**src/rtl/systolic_2x2_ctrl.sv**
```systemverilog
`default_nettype none
// ============================================================================
// Module   : systolic_2x2_ctrl
// Brief    : Start/clear/feed/wait/hold sequencer for a 2x2 systolic multiply
//            array, with timeout-qualified result hand-off.
// Revision : 1.0 - initial release
// ============================================================================
module systolic_2x2_ctrl #(
   parameter int DW      = 32,
   parameter int RW      = 64,
   parameter int TIMEOUT = 16
) (
   input  logic          clk,
   input  logic          rst,
   input  logic          start,
   input  logic [DW-1:0] a00,
   input  logic [DW-1:0] a01,
   input  logic [DW-1:0] a10,
   input  logic [DW-1:0] a11,
   input  logic [DW-1:0] b00,
   input  logic [DW-1:0] b01,
   input  logic [DW-1:0] b10,
   input  logic [DW-1:0] b11,
   output logic          busy,
   output logic          arr_rst,
   output logic          arr_load_in,
   output logic [DW-1:0] arr_row0,
   output logic [DW-1:0] arr_row1,
   output logic [DW-1:0] arr_col0,
   output logic [DW-1:0] arr_col1,
   input  logic [RW-1:0] arr_res00,
   input  logic [RW-1:0] arr_res01,
   input  logic [RW-1:0] arr_res10,
   input  logic [RW-1:0] arr_res11,
   input  logic [3:0]    arr_carry,
   input  logic          arr_done,
   output logic          res_valid,
   input  logic          res_ready,
   output logic [RW-1:0] c00,
   output logic [RW-1:0] c01,
   output logic [RW-1:0] c10,
   output logic [RW-1:0] c11,
   output logic [3:0]    carry,
   output logic          err
);

   typedef enum logic [2:0] {
      S_IDLE = 3'd0,
      S_CLR  = 3'd1,
      S_FEED = 3'd2,
      S_WAIT = 3'd3,
      S_HOLD = 3'd4
   } state_t;

   localparam logic [7:0] c_T_LAST = 8'(TIMEOUT - 1);
   localparam logic [1:0] c_K_LAST = 2'd2;

   logic          r_rst_meta;
   logic          r_rst_n;
   state_t        r_state;
   logic [1:0]    r_k;
   logic [7:0]    r_t;
   logic [DW-1:0] r_a00, r_a01, r_a10, r_a11;
   logic [DW-1:0] r_b00, r_b01, r_b10, r_b11;
   logic          r_busy;
   logic          r_arr_rst;
   logic          r_load;
   logic [DW-1:0] r_row0, r_row1, r_col0, r_col1;
   logic          r_res_valid;
   logic          r_err;
   logic [RW-1:0] r_c00, r_c01, r_c10, r_c11;
   logic [3:0]    r_carry;

   logic [1:0]    w_sel;
   logic          w_load;
   logic [DW-1:0] w_row0, w_row1, w_col0, w_col1;

   // Reset asserts asynchronously and releases two clocks after rst rises.
   always_ff @(posedge clk or negedge rst) begin
      if (!rst) begin
         r_rst_meta <= 1'b0;
         r_rst_n    <= 1'b0;
      end else begin
         r_rst_meta <= 1'b1;
         r_rst_n    <= r_rst_meta;
      end
   end

   // Slot selected for the next registered feed word; slot 3 is the idle
   // (all-zero, load low) word that closes the skewed sequence.
   always_comb begin
      w_sel  = (r_state == S_CLR) ? 2'd0 : 2'(r_k + 2'd1);
      w_load = (w_sel != 2'd3);
      w_row0 = '0;
      w_row1 = '0;
      w_col0 = '0;
      w_col1 = '0;
      case (w_sel)
         2'd0: begin
            w_row0 = r_a00;
            w_col0 = r_b00;
         end
         2'd1: begin
            w_row0 = r_a01;
            w_row1 = r_a10;
            w_col0 = r_b10;
            w_col1 = r_b01;
         end
         2'd2: begin
            w_row1 = r_a11;
            w_col1 = r_b11;
         end
         default: begin
            w_row0 = '0;
         end
      endcase
   end

   always_ff @(posedge clk or negedge r_rst_n) begin
      if (!r_rst_n) begin
         r_state     <= S_IDLE;
         r_k         <= '0;
         r_t         <= '0;
         r_a00       <= '0;
         r_a01       <= '0;
         r_a10       <= '0;
         r_a11       <= '0;
         r_b00       <= '0;
         r_b01       <= '0;
         r_b10       <= '0;
         r_b11       <= '0;
         r_busy      <= 1'b0;
         r_arr_rst   <= 1'b0;
         r_load      <= 1'b0;
         r_row0      <= '0;
         r_row1      <= '0;
         r_col0      <= '0;
         r_col1      <= '0;
         r_res_valid <= 1'b0;
         r_err       <= 1'b0;
         r_c00       <= '0;
         r_c01       <= '0;
         r_c10       <= '0;
         r_c11       <= '0;
         r_carry     <= '0;
      end else begin
         r_arr_rst <= 1'b0;
         case (r_state)
            S_IDLE: begin
               if (start) begin
                  r_a00     <= a00;
                  r_a01     <= a01;
                  r_a10     <= a10;
                  r_a11     <= a11;
                  r_b00     <= b00;
                  r_b01     <= b01;
                  r_b10     <= b10;
                  r_b11     <= b11;
                  r_busy    <= 1'b1;
                  r_arr_rst <= 1'b1;
                  r_state   <= S_CLR;
               end
            end
            S_CLR: begin
               r_k     <= 2'd0;
               r_load  <= w_load;
               r_row0  <= w_row0;
               r_row1  <= w_row1;
               r_col0  <= w_col0;
               r_col1  <= w_col1;
               r_state <= S_FEED;
            end
            S_FEED: begin
               r_load <= w_load;
               r_row0 <= w_row0;
               r_row1 <= w_row1;
               r_col0 <= w_col0;
               r_col1 <= w_col1;
               if (r_k == c_K_LAST) begin
                  r_t     <= '0;
                  r_state <= S_WAIT;
               end else begin
                  r_k <= 2'(r_k + 2'd1);
               end
            end
            S_WAIT: begin
               r_t <= 8'(r_t + 8'd1);
               if (arr_done) begin
                  r_c00       <= arr_res00;
                  r_c01       <= arr_res01;
                  r_c10       <= arr_res10;
                  r_c11       <= arr_res11;
                  r_carry     <= arr_carry;
                  r_err       <= 1'b0;
                  r_res_valid <= 1'b1;
                  r_state     <= S_HOLD;
               end else if (r_t == c_T_LAST) begin
                  r_err       <= 1'b1;
                  r_res_valid <= 1'b1;
                  r_state     <= S_HOLD;
               end
            end
            S_HOLD: begin
               if (res_ready) begin
                  r_res_valid <= 1'b0;
                  r_busy      <= 1'b0;
                  r_state     <= S_IDLE;
               end
            end
            default: begin
               r_state <= S_IDLE;
            end
         endcase
      end
   end

   assign busy        = r_busy;
   assign arr_rst     = r_arr_rst;
   assign arr_load_in = r_load;
   assign arr_row0    = r_row0;
   assign arr_row1    = r_row1;
   assign arr_col0    = r_col0;
   assign arr_col1    = r_col1;
   assign res_valid   = r_res_valid;
   assign c00         = r_c00;
   assign c01         = r_c01;
   assign c10         = r_c10;
   assign c11         = r_c11;
   assign carry       = r_carry;
   assign err         = r_err;

endmodule
`default_nettype wire

```
**config.mk**
```make
export PLATFORM = sky130hd
export DESIGN_NAME = systolic_2x2_ctrl
export DESIGN_NICKNAME = d
export VERILOG_FILES = /design/src/rtl/systolic_2x2_ctrl.sv
export SDC_FILE = /design/constraint.sdc
export NUM_CORES = 1
export LEC_CHECK = 0
export BUFFER_PORTS_ARGS = -buffer_cell sky130_fd_sc_hd__buf_4
export CAP_MARGIN = 10
export CORE_AREA = 2 2 351 353
export DETAILED_ROUTE_END_ITERATION = 10
export DIE_AREA = 0 0 353 355
export GPL_ROUTABILITY_DRIVEN = 0
export PLACE_DENSITY_LB_ADDON = 0.15
export SLEW_MARGIN = 20
export SYNTH_ARGS = -nofsm -noshare
export SYNTH_HDL_FRONTEND = slang
export SYNTH_SLANG_ARGS = --single-unit
```
**constraint.sdc**
```tcl
create_clock -name clk -period 27 [get_ports clk]
set_clock_uncertainty 0.15 [all_clocks]
set_input_delay 1.35 -clock clk [delete_from_list [all_inputs] [get_ports clk]]
set_output_delay 1.35 -clock clk [all_outputs]
set_load 0.03 [all_outputs]
```
Word level (Yosys, flattened, before mapping)
Index checks and enable logic that the tools add are counted.
- muxes and demuxes: 24
- equal/unequal tests: 14
- reductions and logical operators: 16
- add/sub/neg operators: 2
- operators with widths (cell ; number):
    $pmux 32 s2 ; 4
    $pmux 8 s2 ; 1
    $mux 3 ; 5
    $pmux 3 s5 ; 1
    $ne 2x2->1 const B ; 5
    $reduce_and 2->1 ; 5
    $reduce_bool 2->1 ; 5
    $add 8x1->8 const B ; 1
    $eq 8x4->1 const B ; 1
    $mux 8 ; 1
    $mux 1 ; 7
    $eq 3x2->1 const B ; 2
    $reduce_and 3->1 ; 2
    $eq 2x2->1 const B ; 2
    $mux 2 ; 2
    $pmux 1 s2 ; 2
    $pmux 2 s2 ; 1
    $reduce_and 4->1 ; 1
    $eq 3x1->1 const B ; 1
    $eq 3x3->1 const B ; 1
    $logic_not 3->1 ; 1
    $ne 3x3->1 const B ; 1
    $add 2x1->2 const B ; 1
    $eq 2x1->1 const B ; 1
    2 further kinds ; 2
- logic and storage cells: 83
- bits of input ports: 521
- bits in registers: 664

Depth between registers and ports, before layout
- depth after elaboration: 4
- depth in mapped cells: 11
- gate-level depth less buffers: 7

Least setup slack after synthesis
Ideal clock, no wire load.
- path kind: input port to flip-flop
- from: input start
- to: register r_a01[0]
- data arrival time: 2320 ps
- setup time: 128 ps
- stages: 4
- path slack: 24402 ps
- path buffers: 2
- path through: nor4b_4 > buf_2 > buf_4 > mux2_1
- cells in the longest elaborated chain, start to end: 1
- ends and longest elaborated chain (element ; line ; text):
    start, declared ; 15 ; input logic start,
    $reduce_and 2->1 (no line) ; n/a ;
    end signal, assigned ; 125 ; r_a01 <= '0;
    end signal, assigned ; 152 ; r_a01 <= a01;
    end, declared ; 63 ; logic [DW-1:0] r_a00, r_a01, r_a10, r_a11;
Every way passes these cells.
A chain may end at the register's enable or synchronous reset.

Worst setup path in the final report
- from: register r_state[0]
- to: register r_col1[27], in the netlist arr_col1[27]
- cells in the longest elaborated chain, start to end: 4
- elaborated cells between the ends (all ways): 7
- those cells by class: eq/ne: 4; mux: 2; reduce/logical: 1
- ends and longest elaborated chain (element ; line ; text):
    start, declared ; 60 ; state_t r_state;
    start signal, assigned ; 121 ; r_state <= S_IDLE;
    start signal, assigned ; 161 ; r_state <= S_CLR;
    start signal, assigned ; 171 ; r_state <= S_FEED;
    $eq 3x1->1 ; 92, 148 ;
    $mux 2 ; 92 ; w_sel = (r_state == S_CLR) ? 2'd0 : 2'(r_k + 2'd1);
    $eq 2x2->1 / $eq 2x1->1 (equally long branches) ; 98 ; case (w_sel)
    $pmux 32 s2 ; 98 ;
    end signal, assigned ; 170 ; r_col1 <= w_col1;
    end signal, assigned ; 178 ; r_col1 <= w_col1;
    end, declared ; 68 ; logic [DW-1:0] r_row0, r_row1, r_col0, r_col1;
Several ways; a longest one is shown, not always the timed one.

==> flow_metrics.tcl <==
set metrics [dict create \
    finalWorstSetupSlack_ps 22530 \
    crit_required_ps 27400 \
    post-route-util_pct 30.9 \
    nNetsFinal 3194 \
    cts_max_path_buffers 3 \
    synth-simple-area-share_pct 0.899 \
    grt_pass1_vias 20139 \
    fin_hold_ws_ps 185 \
    vias_per_cell 4.34 \
    syn_inst 1788 \
    grt_pass1_wl_mm 151 \
    swShare_pct 41.9 \
    critPathMaxFanout 67 \
    cp-endpoint "arr_col1[27]$_DFFE_PN0P_" \
    slowest_stage "buf_4" \
    tns_ps 0 \
    port_buffers 913 \
    synth_top_area_cell "dfrtp_1" \
    outcome "completed" \
    die_area_um2 125000 \
    cts_root_buf "clkbuf_16" \
    grt_antenna_before_repair 36 \
    synthFlopType "dfrtp_1" \
    yosys.area_share.adder_pct 0.189 \
    ctsHoldBuffers 0 \
    htreeDepth 3 \
    syn-num-nets 2313 \
    worstPathArrival_ps 4870 \
    period_needed_ps 4470 \
    pre_cts_slack_ps 22200 \
    start_kind "register" \
    crit_family "buffers and inverters" \
    yosysUniqueCellTypes 46 \
    clkPwrFrac_pct 20.6 \
    rsz0062_at_grt "no" \
    power_frac_seq_pct 33.0 \
    track_usage_pct 16.4 \
    worstSetupPathType "reg2reg" \
    syn_to_final_growth_pct 41.6 \
    multiInputGateArea_um2 9030 \
    cpMostUsedCell "buf_4" \
    power_per_cell_area_nw_per_um2 142 \
    numPlacedInstances 4208 \
    cts_sinks 664 \
    worstRegToRegCells 7 \
    slew_headroom_pct 28.1 \
    pwr-share-comb_pct 46.4 \
    layout.area.seq_um2 16600 \
    yosysSeqAreaShare_pct 62.8 \
    via_count 18935 \
    cp.depth 7 \
    reg2reg_from "r_state[0]$_DFFE_PN0P_" \
    rr_endpoint "arr_col1[27]$_DFFE_PN0P_" \
    cts_resized 0 \
    ys_async_sr_fraction_pct 100 \
    postLayoutCellArea_um2 37500 \
    synth-compound-area-share_pct 10.7 \
    worst_slew_pin_slew_ps 1080 \
    dp_hpwl_mm 76.8 \
    ant_nets 0 \
    synth_most_common_cell "dfrtp_1" \
    dpl_cell_area_um2 34800 \
    total_power_mw 5.33 \
    final.period_utilization_pct 16.6 \
    path_clk_slew_ps 60 \
    syn_area_um2 26500 \
    yosysWarningCount 0 \
    core_um2 121000 \
    grt_max_degree 124 \
    pin_count 914 \
    instances_no_fill 4363 \
    rrSetupSlack_ps 22530 \
    synthMuxAreaShare_pct 22.1 \
    n_fill_cell 12424 \
    cts_tree "done" \
    drc_errors 0 \
    drtIter0Drc 793 \
    numCtsBuffers 84 \
    synth_edf_count 0 \
    worst-path-buf-inv 2 \
    die_y_um 355 \
    end_kind "register" \
    power.internal_mw 3.10 \
    hold_violations 0 \
    drv_slew 0 \
    final_layout_size_suffix_gt1_share_pct 50.1 \
    synth.area.top_cells "dfrtp_1 63%, mux2_2 12%, mux2_1 9.7%" \
    fp-row-count 128 \
    cp_cell_sequence "nor3b_2, buf_4, or2_2, ha_4, buf_4, a22oi_1, o31ai_1" \
    wirelength_mm 106 \
    yosys.area_share.xor_xnor_pct 0.0331 \
    insertion_delay_ps 650 \
    drt_pass1_iterations 4 \
    power.leakage_nw 16.8 \
    critPathLaunch "r_state[0]$_DFFE_PN0P_" \
    synth_top_family_by_area "multiplexers" \
    synth_common_cells "664 x dfrtp_1, 289 x mux2_2, 229 x mux2_1" \
    setup_viol 0 \
    avgSynthCellArea_um2 14.8 \
    power.switching_mw 2.24 \
    hold_class "reg2async" \
    initial_core_util_pct 21.8 \
    die_w_um 353 \
    synth_top_area_share_pct 62.8 \
    grt.overflow.total 0 \
    cts_setup_buffers 0 \
    ys_seq_elements 664 \
    max_freq_ghz 0.224 \
    wl_per_cell_um 24.3 \
    peakVddDrop_mv 0.175 \
    max-cap-violations 0 \
    cpPeakStageDelay_ps 840 \
]
==> cells in the final DEF, fill, tap and decap left out, types with 4 or more instances in the layout <==
cell type  count
clkbuf_8      15
a211oi_1      64
a22oi_1       64
diode_2        9
clkinv_2      15
clkbuf_16     85
buf_4        940
o31ai_1       64
o21ai_0      130
clkbuf_1      22
a2bb2oi_1     64
nor2_1         4
mux2_1       229
dfrtp_1      662
a22o_1         6
mux2_2       289
nand2_1        8
==> power by group through the flow <==
| stage | Sequential, mW | Clock [mW] | Combinational (mW) |
|---|---|---|---|
| CTS | 1.76 | 1.15 | 2.54 |
| detailed placement | 1.77 | 0 | 2.54 |
| global placement | 1.76 | 0 | 2.51 |
| global route | 1.82 | 1.18 | 2.63 |
| floorplan | 2.25 | 0 | 1.02 |
| finish | 1.76 | 1.10 | 2.47 |
==> area by class of cell <==
class                   count  area share, %
flip-flops and latches    664           44.4
multi-input cells         975           24.1
repair buffers            941           18.9
clock buffers             122           6.45
well taps                1625           5.43
clock inverters            24          0.668
diodes                      9         0.0601
inverters                   3         0.0301
==> cell families (layout without fill, tap and decap cells) <==
| logic type | after synthesis | in the layout |
|---|---|---|
| DFF | 664 | 664 |
| muxes | 520 | 520 |
| AOI/OAI and AO/OA | 410 | 410 |
| buffers and inverters | 149 | 1090 |
| and+or+nand+nor | 39 | 39 |
| adders and majority gates | 4 | 4 |
| other | 1 | 10 |
| xor gates and xnor gates | 1 | 1 |
==> registers in the layout, summed over array words and instances (netlist names), 2 cells and up <==
name      count
r_a00        32
r_b10        32
r_b11        32
carry         4
r_b00        32
r_a10        32
c10          64
c00          64
arr_row1     32
arr_col1     32
arr_row0     32
r_b01        32
r_k           2
r_a11        32
r_state       3
r_t           8
r_a01        32
arr_col0     32
c01          64
c11          64
==> worst reg2reg max path: stages (launching register included) <==
cell,delay (ps)
dfrtp_1,830
nor3b_2,290
buf_4,610
or2_2,290
ha_4,820
buf_4,840
a22oi_1,280
o31ai_1,280
==> how the worst min path moves through the flow <==
stage | endpoint | slack [ps] | cells after the start
3_3_place_gp | r_rst_n$_DFF_PN0_ | 190 | 0
2_1_floorplan | r_rst_n$_DFF_PN0_ | 180 | 0
6_report | r_a11[28]$_DFFE_PN0P_ | 190 | 0
5_1_grt | r_rst_n$_DFF_PN0_ | 230 | 0
4_1_cts | arr_row1[30]$_DFFE_PN0P_ | 220 | 0
3_5_place_dp | arr_row1[30]$_DFFE_PN0P_ | 210 | 0
==> layer usage <==
| metal | vias up | share of wire (%) | track usage (%) | wire (µm) |
|---|---|---|---|---|
| met2 | 663 | 52 | 29.4 | 55000 |
| met3 | 193 | 9.0 | 6.80 | 9510 |
| met4 | 54 | 3.6 | 6.37 | 3850 |
| met5 | - | 0.34 | 0 | 356 |
| met1 | 9635 | 35 | 17.0 | 37100 |
| li1 | 8390 | - | - | - |
Note: power is estimated with default switching activity, not from simulation.
